### src/rtl/sine_cosine_horner_if.sv
// Stream interface of the sine/cosine generator: phase in, signed result out.
interface sine_cosine_horner_if #(
  parameter int unsigned G_DWIDTH = 16
);
  logic [G_DWIDTH-1:0] din;
  logic                din_valid;
  logic                din_ready;
  logic                cos_sel;
  logic                bypass;
  logic [G_DWIDTH-1:0] dout;
  logic                dout_valid;
  logic                dout_ready;

  modport master (output din, din_valid, cos_sel, bypass, dout_ready,
                  input  din_ready, dout, dout_valid);
  modport slave  (input  din, din_valid, cos_sel, bypass, dout_ready,
                  output din_ready, dout, dout_valid);
endinterface

### src/rtl/sine_cosine_horner.sv
// Fixed-point sin/cos: quadrant folding, then an odd Horner polynomial
// evaluated on a single shared multiplier. One sample in flight.
module sine_cosine_horner #(
  parameter int unsigned G_DWIDTH    = 16,
  parameter int unsigned G_TAPWIDTH  = 18,
  parameter int unsigned G_NUM_TERMS = 5
) (
  input  logic                 clk,
  input  logic                 reset,
  input  logic                 enable,
  sine_cosine_horner_if.slave  bus
);
  localparam int unsigned W    = G_DWIDTH;
  localparam int unsigned T    = G_TAPWIDTH;
  localparam int unsigned N    = G_NUM_TERMS;
  localparam int unsigned AW   = T + 2;
  localparam int unsigned FRAC = W - 2;
  localparam int unsigned MA   = (AW > W) ? AW : W;
  localparam int unsigned PW   = MA + W;
  // Rescale from the coefficient scale 2^(T-3) to the output scale 2^(W-1)
  localparam int          SH   = int'(T) - int'(W) - 2;
  localparam int          SHR  = (SH > 0) ? SH : 0;
  localparam int          SHL  = (SH < 0) ? -SH : 0;
  localparam int          RND  = (2 ** SHR) / 2;
  localparam int unsigned SW   = AW + unsigned'(SHL) + 1;
  localparam int          MAXV = (1 << (W - 1)) - 1;
  localparam logic [W-1:0]   QTR   = W'(1) << (W - 2);
  localparam logic [W-2:0]   QTR_X = (W - 1)'(1) << (W - 2);

  // Taylor coefficient k of sin(pi/2 * x), rounded to nearest at elaboration
  function automatic logic signed [G_TAPWIDTH-1:0] f_coef(input int k);
    real v;
    v = 1.0;
    for (int i = 1; i <= 2 * k + 1; i++) v = v * 1.5707963267948966 / real'(i);
    if ((k % 2) == 1) v = -v;
    v = v * (2.0 ** (G_TAPWIDTH - 3));
    return G_TAPWIDTH'($rtoi((v >= 0.0) ? v + 0.5 : v - 0.5));
  endfunction

  localparam logic signed [T-1:0] C_TAB [8] = '{
    f_coef(0), f_coef(1), f_coef(2), f_coef(3),
    f_coef(4), f_coef(5), f_coef(6), f_coef(7)
  };

  typedef enum logic [2:0] {
    S_INIT, S_IDLE, S_FOLD, S_SQUARE, S_HORNER, S_FINAL, S_ROUND, S_OUTPUT
  } state_t;

  state_t                r_state, w_state_nxt;
  logic                  r_din_ready, w_din_ready_nxt;
  logic                  r_dout_valid, w_dout_valid_nxt;
  logic [W-1:0]          r_dout, w_dout_nxt;
  logic [W-1:0]          r_din, w_din_nxt;
  logic                  r_cos, w_cos_nxt;
  logic [W-2:0]          r_x, w_x_nxt;
  logic [W-2:0]          r_x2, w_x2_nxt;
  logic                  r_neg, w_neg_nxt;
  logic signed [AW-1:0]  r_acc, w_acc_nxt;
  logic [2:0]            r_k, w_k_nxt;

  logic                  w_accept;
  logic [W-1:0]          w_p;
  logic [1:0]            w_q;
  logic [W-3:0]          w_r;
  logic [W-2:0]          w_x;
  logic signed [MA-1:0]  w_mul_a;
  logic signed [W-1:0]   w_mul_b;
  logic signed [PW-1:0]  w_prod;
  logic signed [PW-1:0]  w_prod_sh;
  logic signed [SW-1:0]  w_round0, w_round, w_sat;
  logic [W-1:0]          w_res;

  assign w_accept       = bus.din_valid & r_din_ready;
  assign bus.din_ready  = r_din_ready;
  assign bus.dout_valid = r_dout_valid;
  assign bus.dout       = r_dout;

  // Quadrant folding: cosine is sine advanced by a quarter turn
  assign w_p = r_din + (r_cos ? QTR : '0);
  assign w_q = w_p[W-1:W-2];
  assign w_r = w_p[W-3:0];
  assign w_x = w_q[0] ? (QTR_X - (W - 1)'(w_r)) : (W - 1)'(w_r);

  // Shared multiplier operand select
  always_comb begin
    w_mul_a = '0;
    w_mul_b = '0;
    case (r_state)
      S_SQUARE: begin w_mul_a = MA'(r_x);   w_mul_b = W'(r_x);  end
      S_HORNER: begin w_mul_a = MA'(r_acc); w_mul_b = W'(r_x2); end
      S_FINAL:  begin w_mul_a = MA'(r_acc); w_mul_b = W'(r_x);  end
      default:  ;
    endcase
  end

  assign w_prod    = PW'(w_mul_a) * PW'(w_mul_b);
  assign w_prod_sh = w_prod >>> FRAC;

  // Output rescale with round-half-up, symmetric saturation and sign restore
  always_comb begin
    w_round0 = (SW'(r_acc) + SW'(RND)) >>> SHR;
    w_round  = w_round0 <<< SHL;
    if (w_round > SW'(MAXV))       w_sat = SW'(MAXV);
    else if (w_round < SW'(-MAXV)) w_sat = SW'(-MAXV);
    else                           w_sat = w_round;
    w_res = r_neg ? W'(-w_sat) : W'(w_sat);
  end

  // State register
  always_ff @(posedge clk or posedge reset) begin
    if (reset) r_state <= S_INIT;
    else       r_state <= w_state_nxt;
  end

  // Next-state logic
  always_comb begin
    w_state_nxt = r_state;
    if (!enable) begin
      w_state_nxt = S_INIT;
    end else begin
      case (r_state)
        S_INIT:   w_state_nxt = S_IDLE;
        S_IDLE:   if (w_accept) w_state_nxt = bus.bypass ? S_OUTPUT : S_FOLD;
        S_FOLD:   w_state_nxt = S_SQUARE;
        S_SQUARE: w_state_nxt = S_HORNER;
        S_HORNER: if (r_k == 3'd0) w_state_nxt = S_FINAL;
        S_FINAL:  w_state_nxt = S_ROUND;
        S_ROUND:  w_state_nxt = S_OUTPUT;
        S_OUTPUT: if (bus.dout_ready) w_state_nxt = S_IDLE;
        default:  w_state_nxt = S_INIT;
      endcase
    end
  end

  // Output and datapath next values
  always_comb begin
    w_din_ready_nxt  = r_din_ready;
    w_dout_valid_nxt = r_dout_valid;
    w_dout_nxt       = r_dout;
    w_din_nxt        = r_din;
    w_cos_nxt        = r_cos;
    w_x_nxt          = r_x;
    w_x2_nxt         = r_x2;
    w_neg_nxt        = r_neg;
    w_acc_nxt        = r_acc;
    w_k_nxt          = r_k;
    if (!enable) begin
      w_din_ready_nxt  = 1'b0;
      w_dout_valid_nxt = 1'b0;
      w_dout_nxt       = '0;
    end else begin
      case (r_state)
        S_INIT: w_din_ready_nxt = 1'b1;
        S_IDLE: begin
          if (w_accept) begin
            w_din_ready_nxt = 1'b0;
            w_din_nxt       = bus.din;
            w_cos_nxt       = bus.cos_sel;
            if (bus.bypass) begin
              w_dout_nxt       = bus.din;
              w_dout_valid_nxt = 1'b1;
            end
          end
        end
        S_FOLD: begin
          w_x_nxt   = w_x;
          w_neg_nxt = w_q[1];
        end
        S_SQUARE: begin
          w_x2_nxt  = (W - 1)'(w_prod_sh);
          w_acc_nxt = AW'(C_TAB[N-1]);
          w_k_nxt   = 3'(N - 2);
        end
        S_HORNER: begin
          w_acc_nxt = AW'(C_TAB[r_k]) + AW'(w_prod_sh);
          if (r_k != 3'd0) w_k_nxt = r_k - 3'd1;
        end
        S_FINAL: w_acc_nxt = AW'(w_prod_sh);
        S_ROUND: begin
          w_dout_nxt       = w_res;
          w_dout_valid_nxt = 1'b1;
        end
        S_OUTPUT: begin
          if (bus.dout_ready) begin
            w_dout_valid_nxt = 1'b0;
            w_din_ready_nxt  = 1'b1;
          end
        end
        default: ;
      endcase
    end
  end

  // Datapath and output registers
  always_ff @(posedge clk or posedge reset) begin
    if (reset) begin
      r_din_ready  <= 1'b0;
      r_dout_valid <= 1'b0;
      r_dout       <= '0;
      r_din        <= '0;
      r_cos        <= 1'b0;
      r_x          <= '0;
      r_x2         <= '0;
      r_neg        <= 1'b0;
      r_acc        <= '0;
      r_k          <= '0;
    end else begin
      r_din_ready  <= w_din_ready_nxt;
      r_dout_valid <= w_dout_valid_nxt;
      r_dout       <= w_dout_nxt;
      r_din        <= w_din_nxt;
      r_cos        <= w_cos_nxt;
      r_x          <= w_x_nxt;
      r_x2         <= w_x2_nxt;
      r_neg        <= w_neg_nxt;
      r_acc        <= w_acc_nxt;
      r_k          <= w_k_nxt;
    end
  end
endmodule

### src/flat_wrapper.sv
// flat-port wrapper written by rule: the top's interface ports become plain ports
module sine_cosine_horner_flat 
#(
  parameter int unsigned G_DWIDTH    = 16,
  parameter int unsigned G_TAPWIDTH  = 18,
  parameter int unsigned G_NUM_TERMS = 5
)
  (clk, reset, enable, bus_din, bus_din_valid, bus_cos_sel, bus_bypass, bus_dout_ready, bus_din_ready, bus_dout, bus_dout_valid);
  sine_cosine_horner_if #(.G_DWIDTH(G_DWIDTH)) bus_i ();
  input  logic clk;
  input  logic reset;
  input  logic enable;
  input wire logic [$bits(bus_i.din)-1:0] bus_din;
  input wire logic [$bits(bus_i.din_valid)-1:0] bus_din_valid;
  input wire logic [$bits(bus_i.cos_sel)-1:0] bus_cos_sel;
  input wire logic [$bits(bus_i.bypass)-1:0] bus_bypass;
  input wire logic [$bits(bus_i.dout_ready)-1:0] bus_dout_ready;
  output wire logic [$bits(bus_i.din_ready)-1:0] bus_din_ready;
  output wire logic [$bits(bus_i.dout)-1:0] bus_dout;
  output wire logic [$bits(bus_i.dout_valid)-1:0] bus_dout_valid;
  assign bus_i.din = bus_din;
  assign bus_i.din_valid = bus_din_valid;
  assign bus_i.cos_sel = bus_cos_sel;
  assign bus_i.bypass = bus_bypass;
  assign bus_i.dout_ready = bus_dout_ready;
  assign bus_din_ready = bus_i.din_ready;
  assign bus_dout = bus_i.dout;
  assign bus_dout_valid = bus_i.dout_valid;
  sine_cosine_horner #(.G_DWIDTH(G_DWIDTH), .G_TAPWIDTH(G_TAPWIDTH), .G_NUM_TERMS(G_NUM_TERMS)) u_core (.clk(clk), .reset(reset), .enable(enable), .bus(bus_i));
endmodule
### config.mk
export PLATFORM = sky130hd
export DESIGN_NAME = sine_cosine_horner_flat
export DESIGN_NICKNAME = d
export VERILOG_FILES = /design/src/rtl/sine_cosine_horner_if.sv /design/src/rtl/sine_cosine_horner.sv /design/src/flat_wrapper.sv
export SDC_FILE = /design/constraint.sdc
export NUM_CORES = 1
export LEC_CHECK = 0
export ABC_AREA = 1
export ABC_CLOCK_PERIOD_IN_PS = 10300
export BUFFER_PORTS_ARGS = -buffer_cell sky130_fd_sc_hd__buf_2
export CORE_MARGIN = 5
export CORE_UTILIZATION = 40
export DETAILED_ROUTE_END_ITERATION = 10
export SETUP_SLACK_MARGIN = 0.2
export SYNTH_ARGS = -nofsm -noshare
export SYNTH_HDL_FRONTEND = slang
export SYNTH_SLANG_ARGS = --single-unit
### constraint.sdc
create_clock -name clk -period 10.3 [get_ports clk]
set_input_delay 0.515 -clock clk [delete_from_list [all_inputs] [get_ports clk]]
set_output_delay 0.515 -clock clk [all_outputs]
set_load 0.02 [all_outputs]
**After elaboration in Yosys (flattened, before gate mapping)**

Memory sizes are Yosys's and may differ from the RTL's.
Cells that the tools add are included.

- Bits in registers: 92
- Bits in read-only memories: 144
- Input bits: 23
- Output and inout bits: 18
- Memories kept: 1

- Add/sub/neg operators: 5
- $mul: 1
- $lt $le $gt $ge: 3
- Eq/ne operators: 15
- Muxes and demuxes: 31
- Bitwise operators: 2
- Reduce and logical (&&, ||, !) cells: 16

Memory list:

| memory | words | width | rd ports | clocked after memory_dff | write ports | line | RTL |
|---|---|---|---|---|---|---|---|
| (no name shown) | 8 | 18 | 1 | 0 | 0 | sine_cosine_horner.sv:175 | `w_acc_nxt = AW'(C_TAB[r_k]) + AW'(w_prod_sh);` |

Operator list:

| kind | number |
|---|---|
| 2-to-1 mux 16 bit | 6 |
| one-hot mux 20 bit (3 select lines) | 1 |
| one-hot mux 20 bit (2 select lines) | 1 |
| 2-to-1 mux 18 bit | 2 |
| multiplier 20 x 16 -> 34 bit | 1 |
| one-hot mux 16 bit (2 select lines) | 1 |
| 2-to-1 mux 15 bit | 2 |
| one-hot mux 15 bit (2 select lines) | 1 |
| one-hot mux 3 bit (8 select lines) | 1 |
| adder 18 x 20 -> 20 bit | 1 |
| > comparator 20 x 16 -> 1 bit, second input constant | 1 |
| less-than comparator 20 x 16 -> 1 bit, second input constant | 1 |
| 2-to-1 mux 3 bit | 6 |
| adder 16 bit | 1 |
| negator 16 bit | 1 |
| AND reduction 3 bit | 5 |
| subtractor 15 x 14 -> 15 bit, first input constant | 1 |
| equality test 3 bit, second input constant | 4 |
| != test 4 x 1 -> 1 bit, second input constant | 2 |
| 2-to-1 mux 1 bit | 7 |
| equality test 3 x 2 -> 1 bit, second input constant | 2 |
| zero test 3 bit | 2 |
| != test 3 x 2 -> 1 bit, second input constant | 2 |
| != test 3 bit, second input constant | 2 |
| other kinds (14) | 19 |

**Depth between registers and ports, before layout**

Gate-level depths: netlist (run 1).

- Depth after elaboration: 7
- Gate-level depth with buffers: 49
- Depth with buffers taken out: 49

**Least setup slack after synthesis (run 1)**

No wires, ideal clock.

- Path type: flip-flop to flip-flop
- From: reg u_core.r_state[0]
- To: reg u_core.r_acc[19]
- Library setup time: 0.116 ns
- Arrival time: 7.953 ns
- Required time: 10.184 ns
- Slack: 2.231 ns
- Stages on the path, launching flop included: 37
- Path buffers: 2
- Period minus slack after synthesis: 8.069 ns
- Cells stage by stage: dfrtp_1 -> buf_6 -> nand3_1 -> nand2_1 -> clkinv_1 -> o22ai_1 -> clkinv_1 -> clkbuf_1 -> nor2_1 -> fa_1 -> fa_1 -> inv_1 -> fa_1 -> fa_1 -> fa_1 -> fa_1 -> inv_1 -> ha_1 -> a21oi_1 -> o21a_1 -> nand2_1 -> a21oi_1 -> nand2_1 -> a221oi_1 -> xnor2_1 -> ha_1 -> inv_1 -> nor3_1 -> inv_1 -> nor3_1 -> nand2_1 -> nand3_1 -> nand2_1 -> nand3_1 -> nand2_1 -> nand2_1 -> nand2_1

- Cells in the longest elaborated chain, start to end: 6
- Elaborated cells between the ends (all ways): 12

RTL lines:

| element | line | RTL |
|---|---|---|
| start: declaration | sine_cosine_horner.sv:49 | `state_t r_state, w_state_nxt;` |
| start signal: assignment | sine_cosine_horner.sv:112 | `else r_state <= w_state_nxt;` |
| equality test 3 bit / equality test 3 x 2 -> 1 bit (equally long branches) | sine_cosine_horner.sv:88, sine_cosine_horner.sv:152 |  |
| OR reduction 2 bit (no line) | - |  |
| one-hot mux 20 bit (2 select lines) / one-hot mux 15 bit (2 select lines) (equally long branches) | sine_cosine_horner.sv:88 | `case (r_state)` |
| multiplier 20 x 16 -> 34 bit | sine_cosine_horner.sv:96 | `assign w_prod = PW'(w_mul_a) * PW'(w_mul_b);` |
| adder 18 x 20 -> 20 bit | sine_cosine_horner.sv:175 |  |
| one-hot mux 20 bit (3 select lines) | sine_cosine_horner.sv:152 | `case (r_state)` |
| end signal: assignment | sine_cosine_horner.sv:216 | `r_acc <= w_acc_nxt;` |
| end: declaration | sine_cosine_horner.sv:58 | `logic signed [AW-1:0] r_acc, w_acc_nxt;` |

Several ways; a longest one is shown, not always the timed one.
A chain may end at the register's enable or synchronous reset.

**Worst setup path in the final report (run 1)**

- From: reg u_core.r_state[2]
- To: reg u_core.r_acc[19]

Same word-level chain as after synthesis.

==> results.md, run 1 <==
Power and ir drop:
- The total power is 2.695 mW.
- The internal power is 1.200 mW.
- Power spread over the standard cell area amounts to 147.1 mW/mm².
- The switching portion of total power is 55.48%.
- The analysis attributes to cell leakage a power of 9.158 nW.
- The combinational share of power is 64.2%.
- The register share of total power is 23.9%.
- VDD sags by at most 163.9 µV.
- The clock network fraction of design power is 12.0%.
- The net switching power figure is 1.495 mW.

Synth:
- After synthesis, the mean cell area works out to 7.728 µm².
- By instance count, the leading cell after synthesis is sky130_fd_sc_hd__inv_1.
- The synthesis-stage register bit count is 92.
- Of the synthesized area, sequential elements account for 13.56%.
- The dominant synthesized flop cell is sky130_fd_sc_hd__dfrtp_1.
- The total nets after synthesis is 2,613.
- In this run, synthesis inferred 0 flip-flops with an integrated enable.
- By area the synthesized netlist is led by sky130_fd_sc_hd__fa_1 34%, sky130_fd_sc_hd__dfrtp_1 14%, sky130_fd_sc_hd__inv_1 11%.
- Counting every instance in the synthesized netlist gives 2,197.
- Of the post-synthesis cell area, the dominant cell type holds 33.72%.
- After synthesis, the most frequently instantiated cells are 515 x sky130_fd_sc_hd__inv_1, 442 x sky130_fd_sc_hd__nand2_1, 286 x sky130_fd_sc_hd__fa_1.
- The count of synthesis-stage warnings from yosys is 0.
- The unique cell type count in the Yosys netlist is 57.
- For this run, asynchronously set or reset flops after synthesis account for 100.0%.
- sky130_fd_sc_hd__fa_1 takes more of the synthesized area than any other cell.
- The synthesized netlist occupies a cell area of 0.01698 mm².

STA:
- The clock arrives with 0.008825 ns of skew.
- Across all hold checks on the routed design, the worst slack comes to 0.1204 ns.
- Headroom to the max-slew limit came out at 30.06%.
- The fmax is 106.0 MHz.
- Setup violations remaining at the end of the flow were counted as 0.
- The worst path meets setup with 0.8681 ns of slack.
- For the pin with the worst max-slew slack, the measured transition is 1.045 ns.
- The final number of max-transition violations is 0.
- The smallest clock period supported by the final layout is computed as 9.432 ns.
- Setup repair after global routing left no endpoint under its margin.
- The ratio of final minimum period to clock period is 91.57%.
- The number of hold violations in the final report is 0.
- For the final routed database, the setup TNS stands at 0 ns.

Clock tree:
- The number of buffers on the longest clock path is 2.
- The clock drives 92 sinks.
- Hold repair after CTS inserted 0 buffers.
- Clock tree synthesis selected as its root buffer the cell sky130_fd_sc_hd__clkbuf_16.
- The clock-pin slew of the registers on the worst-case setup and hold paths is 0.07 ns.
- The later pin in the worst-skew pair is clocked with a latency of 0.35 ns.
- The CTS tree is done.
- The clock tree synthesis step divided the H-tree into 3 levels.
- TritonCTS created 9 clock buffers.

Drt:
- The post-detailed-route via-to-cell ratio is 5.128.
- The DRC violations left is 0.
- The overall routed net length is 51.79 mm.
- The number of antenna-violating nets in the routed design is 0.
- The first detailed-routing pass took 7 iterations.
- The first routing iteration left 1,047 violations.
- The final routed wire length divided by cell count is 18.53 µm.
- The routed layout has 14,330 vias.

Placement:
- Timing analysis after detailed placement gives a worst setup slack of 0.5686 ns.
- The cell area reported after detailed placement is 0.01798 mm².
- The placer's final routability congestion estimate is 0.9287.
- Buffers placed on the I/O ports in this run total 40.
- The half-perimeter wire length after placement is 42.56 mm.
- The number of placed instances, taps included, is 2,772.

Worst setup path:
- The cell type with the highest occurrence count on the critical path is sky130_fd_sc_hd__nand2_1.
- The data required time at the worst endpoint is 10.53 ns.
- The depth of the worst register-to-register path is 38.
- The worst path arrival time is 9.66 ns.
- The worst setup path is launched from a flop.
- The reg-to-reg setup timing slack is 0.87 ns.
- In this run the worst path has a maximum fanout of 22.
- The worst setup path is captured at a flop.
- In this run the worst setup path begins at u_core.r_state[2].
- The most critical setup path has its endpoint at u_core.r_acc[19].
- The startpoint-to-endpoint class of the critical path is reg -> reg.
- The launch point of the worst reg-to-reg path is u_core.r_state[2].
- The delay of the slowest cell on the worst path is 0.75 ns.
- The largest individual stage delay along the critical path comes from the cell sky130_fd_sc_hd__fa_1.
- The endpoint identified for the worst register-to-register timing path is u_core.r_acc[19].

Die:
- The count of pins on the block boundary is 41.
- The die covers 0.04667 mm².
- Once the floorplan was initialized, standard cells occupied 40.48% of the core.
- In this run the horizontal extent of the chip is 216.0 µm.
- The floorplan step defined a core boundary enclosing 0.04195 mm².
- The chip height is 216.0 µm.
- Row generation in the floorplan step produced 75 rows.

Global route:
- The wire length of the first global-routing pass is 83.02 mm.
- The largest net degree at the start of global routing is 70.
- The total overflow left after global routing is 0.
- The number of antenna violations at the first check in global routing is 0.
- The number of global-route vias before repair is 14,960.
- The global routing usage summed across all routing layers is 22.48%.

Finish:
- For this run, the share of the core covered by cells in the final layout is 43.69%.
- The layout has 4,234 filler cells.
- The number of diodes is 0.
- For this run, the post-layout net count is 2,667.
- The relative area change from synthesis to final layout is 7.929%.
- In the final layout, the share of cells above drive strength 1 is 7.846%.
- The multi-input logic area is 0.01249 mm².
- For this run, the number of standard cells in the final layout without fillers is 2,795.
- Summing all flip-flop and latch instances after layout gives 0.002302 mm².
- The area of all placed cells without fillers is 0.01833 mm².

Worst hold path:
- The kind of path behind the tightest hold check is in -> async.

Job:
- The tool flagged a number of max-cap violations equal to 0.

Status:
- The flow ran to the end, and the final reports show no timing, DRC or antenna violations.
[area by class of cell]
type / instances / area share [%]
Multi-Input combinational cell: 1527 / 68.16
Timing Repair Buffer: 90 / 3.141
Clock inverter: 7 / 0.3004
Inverter: 531 / 10.93
Sequential cell: 92 / 12.56
Clock buffer: 9 / 1.229
Tap cell: 539 / 3.680
[cells in the final DEF (no fill, tap or decap), drive strengths merged, types with 10 or more instances in the layout]
cell type / Yosys / routed
fa: 286 / 286
o22ai: 25 / 25
xor2: 24 / 24
dfrtp: 92 / 92
inv: 520 / 524
xnor2: 16 / 16
nand4: 15 / 15
a21oi: 63 / 63
nor2: 254 / 254
o21ai: 102 / 102
buf: 11 / 90
a31oi: 10 / 10
nand2: 472 / 472
nand3: 61 / 61
clkinv: 11 / 11
nor3: 17 / 17
ha: 107 / 107
[power groups by stage]
stage / clock, mW / sequential (mW) / combinational (mW)
floorplan: 0 / 0.630 / 1.17
global placement: 0 / 0.644 / 1.68
detailed placement: 0 / 0.648 / 1.69
CTS: 0.329 / 0.641 / 1.70
global route: 0.345 / 0.663 / 1.93
finish: 0.323 / 0.643 / 1.73
[how the worst min path moves through the flow]
| stage | start | to | slack [ns] |
|---|---|---|---|
| floorplan | u_core.r_acc[18] | u_core.r_acc[18] | 0.45 |
| global placement | u_core.bus.dout[12] | u_core.bus.dout[12] | 0.46 |
| detailed placement | u_core.bus.dout[12] | u_core.bus.dout[12] | 0.46 |
| CTS | reset | u_core.r_x[5] | 0.12 |
| global route | reset | u_core.r_x[5] | 0.14 |
| finish | reset | u_core.r_x[5] | 0.12 |
[worst max-delay path, delay by kind of cell (launching register included)]
family,cells,cell delay (ns)
AO/OA/AOI/OAI,5,1.46
XOR/XNOR,1,0.16
adder cells (fa/ha/maj),8,4.08
buffers and inverters,9,1.10
flip-flops,1,0.53
AND/OR/NAND/NOR,15,2.00
[flip-flops by register name, indices dropped and copies added, names as in the netlist]
register / flops
u_core.r_acc: 20
u_core.bus.dout: 16
u_core.r_din: 16
u_core.r_x2: 15
u_core.r_x: 15
u_core.r_k: 3
u_core.r_state: 3
u_core.bus.din_ready: 1
u_core.bus.dout_valid: 1
u_core.r_cos: 1
u_core.r_neg: 1
[kinds of logic after synthesis]
family,Yosys count,share of synthesized area [%]
AO/OA/AOI/OAI,246,8.615
XOR/XNOR,41,2.196
adder cells (fa/ha/maj),393,41.61
buffers and inverters,578,12.92
flip-flops,92,13.56
multiplexers,6,0.3979
AND/OR/NAND/NOR,841,20.71
[per-layer routing]
metal  routed length [µm]  global-route usage (%)  vias to the layer above
met2                23950                   36.62                      488
met4                 1508                   5.618                        0
met3                 3698                   4.288                       94
li1                     -                       -                     6735
met1                22620                   31.15                     7015
met5                    0                       0                        -
[timing repair]
item / in CTS / in global routing
gates resized for setup: 0 / 3
buffers inserted: 0 / 7
endpoints found under the hold margin: 0 / 0
setup endpoints to repair: 0 / 9
Note: power is estimated with default switching activity, not from simulation.
==> run 2: changes to the inputs <==
--- a/config.mk
+++ b/config.mk
@@ -7,5 +7,5 @@
 export LEC_CHECK = 0
 export ABC_AREA = 1
-export ABC_CLOCK_PERIOD_IN_PS = 10300
+export ABC_CLOCK_PERIOD_IN_PS = 9450
 export BUFFER_PORTS_ARGS = -buffer_cell sky130_fd_sc_hd__buf_2
 export CORE_MARGIN = 5
==> constraint.sdc (replaced) <==
create_clock -name clk -period 9.45 [get_ports clk]
set_input_delay 0.4725 -clock clk [delete_from_list [all_inputs] [get_ports clk]]
set_output_delay 0.4725 -clock clk [all_outputs]
set_load 0.01 [all_outputs]
==> results.md, run 2 (synthesized netlist as in run 1, its figures left out) <==
Global route:
- Global routing consumed, over all layers together, 22.14% of the routing resources.
- The number of global-route vias before repair is 14,750.
- The total grt overflow is 0.
- The number of antenna violations at the first check in global routing is 0.
- The largest net degree at the start of global routing is 63.
- The first global-routing pass estimated 81.88 mm of wire.

Worst setup path:
- The capturing element type of the critical path is a flop.
- For this run, the slowest stage of the critical path takes 0.62 ns.
- Along the worst path, the maximum fanout reaches 15.
- Data on the critical path arrives at its endpoint at 8.99 ns.
- The startpoint type of the worst setup path is a flop.
- The data required time at the worst endpoint is 9.65 ns.
- The critical-path cell with the highest stage delay is sky130_fd_sc_hd__dfrtp_1.
- The cell type with the highest occurrence count on the critical path is sky130_fd_sc_hd__fa_1.
- By startpoint and endpoint, the worst setup path is classified as reg -> reg.

Power and ir drop:
- Across the VDD grid, the largest voltage drop is 166.5 µV.
- In this run the power density over the cells is 160.9 mW/mm².
- For this design the static power due to leakage is 9.183 nW.

STA:
- The transition time at the pin with the least slew margin is 0.9927 ns.
- The final clock skew is 0.007290 ns.
- The headroom to the max-slew limit is 33.58%.
- The final number of max-transition violations is 0.
- The worst hold slack is 0.1064 ns.
- The total negative slack for setup checks is 0 ns.
- Setup violations remaining at the end of the flow were counted as 0.
- For this run, the top clock speed supported by timing is 113.8 MHz.
- The ratio of final minimum period to clock period is 92.97%.
- The shortest period the worst path allows is 8.786 ns.
- Once routing completed, OpenROAD measured the worst setup slack at 0.6644 ns.
- The number of hold violations in the final report is 0.
- Setup repair after global routing left no endpoint under its margin.

Drt:
- After the first detailed-routing iteration, the DRC count stood at 1,219.
- The first-pass iteration count of the detailed router is 5.
- After detailed routing, the average wire length per cell comes to 18.15 µm.
- The via count is 14,370.
- The DRC violations left is 0.
- The number of antenna-violating nets in the routed design is 0.
- The post-detailed-route via-to-cell ratio is 5.137.
- The routed design has 50.77 mm of wire.

Clock tree:
- The root buffer cell is sky130_fd_sc_hd__clkbuf_16.
- The total CTS buffers is 9.
- The number of hold buffers added after CTS was 0.
- The H-tree depth is 3.
- The clock-pin slew of the registers on the worst-case setup and hold paths is 0.08 ns.
- Counting along the longest clock path gives a buffer depth of 2.
- The total clock sinks is 92.
- TritonCTS built the clock tree.
- At the later pin of the worst-skew pair, clock insertion delay measures 0.36 ns.

Finish:
- The register name with the most flops is u_core.r_acc.
- The fraction of final layout cells sized beyond drive strength 1 is 8.415%.
- The number of flip-flops in the largest register is 20.
- The finished cells cover 0.01845 mm².
- Cells fill 43.98% of the core in the end.
- At the end of the flow, the number of nets in the layout was 2,669.
- The repair_antennas step left the layout with diodes totalling 0.
- The relative area change from synthesis to final layout is 8.644%.
- In the layout the commonest cells are 513 x sky130_fd_sc_hd__inv_1, 441 x sky130_fd_sc_hd__nand2_1, 286 x sky130_fd_sc_hd__fa_1.
- The leading cell type in the layout, fill and taps excluded is sky130_fd_sc_hd__inv_1.

Worst hold path:
- The path class of the tightest hold or removal check is in -> async.

Status:
- The flow ran to the end, and the final reports show no timing, DRC or antenna violations.

Placement:
- The cell area reported after detailed placement is 0.01799 mm².
- The half-perimeter wire length after placement is 42.18 mm.
- The post-place setup slack is 0.6159 ns.
- The placer's final routability congestion estimate is 0.9334.
- In this run the tool buffered the top-level ports with 40 buffer cells.

Die:
- From bottom edge to top edge, the die measures 216.0 µm.
- The count of pins on the block boundary is 41.
- The area of the die is 0.04667 mm².
- In this run the core area contains 75 standard-cell rows.
- The width of the die is 216.0 µm.
- The area inside the core boundary is 0.04195 mm².
- The initial core utilization is 40.48%.

Job:
- Max-cap violations in this run came to 0.
[run 2: changes by cell type in the layout (fill, tap and decap cells not counted), moves of 2 or more]
cell                       before  now
sky130_fd_sc_hd__o22ai_1       24   19
sky130_fd_sc_hd__inv_8          1    3
sky130_fd_sc_hd__inv_6          3    1
sky130_fd_sc_hd__o22ai_2        1    6
sky130_fd_sc_hd__buf_4         50   47
sky130_fd_sc_hd__buf_6          0    3
sky130_fd_sc_hd__clkinv_2       2    0
[run 2: what timing repair did]
item / CTS / global route
endpoints found under the hold margin: 0 / 0
gates resized for setup: 0 / 20
endpoints found under the setup margin: 0 / 14
buffers inserted: 0 / 7
[run 2: final timing paths]
path,endpoint,slack [ns],depth (start not counted),start
max in group asynchronous,u_core.r_state[2],8.17,3,reset
worst min register to register,u_core.bus.dout[9],0.48,2,u_core.bus.dout[9]
worst max-delay path,u_core.r_acc[13],0.66,34,u_core.r_state[0]
worst min-delay path,u_core.r_x[5],0.11,2,reset
worst max register to register,u_core.r_acc[13],0.66,34,u_core.r_state[0]
min in group clk,u_core.r_cos,0.35,2,bus_cos_sel
[run 2: area by class of cell]
class	count	area, µm²
fill	4211	23500
inverter	531	2003
clock buffer	9	225.2
sequential	92	2303
multi-input combinational	1527	12550
tap	539	674.4
clock inverter	7	75.07
timing repair inverter	1	7.507
timing repair buffer	91	606.8
[run 2: per-layer routing]
layer  GRT usage, %  wire length, µm  vias up
met1          30.41            22060     7101
li1               -                -     6723
met4          6.551             1594        0
met2          35.73            23510      469
met5              0                0        -
met3          4.428             3602       74
[run 2: through the flow]
stage          instances  total power, mW
6_report            2797            2.968
5_1_grt             2797            3.228
4_1_cts             2789            2.919
3_5_place_dp        2773            2.530
3_3_place_gp        2773            2.511
2_1_floorplan       2197            1.942
[run 2: report_power, final]
group / switching [mW] / internal (mW) / total [mW] / leakage, nW
Clock: 0.187 / 0.189 / 0.376 / 0.145
Sequential: 0.149 / 0.554 / 0.703 / 1.20
Combinational: 1.30 / 0.588 / 1.89 / 7.84
Total: 1.64 / 1.33 / 2.97 / 9.18
[run 2: critical path: cells and delay by family, from the launching register on]
kind / cells / cell delay (ns)
fa+ha+maj: 8 / 3.39
xor+xnor: 1 / 0.52
flops: 1 / 0.62
simple gates: 13 / 1.77
compound gates: 7 / 1.36
buf+inv: 5 / 0.96
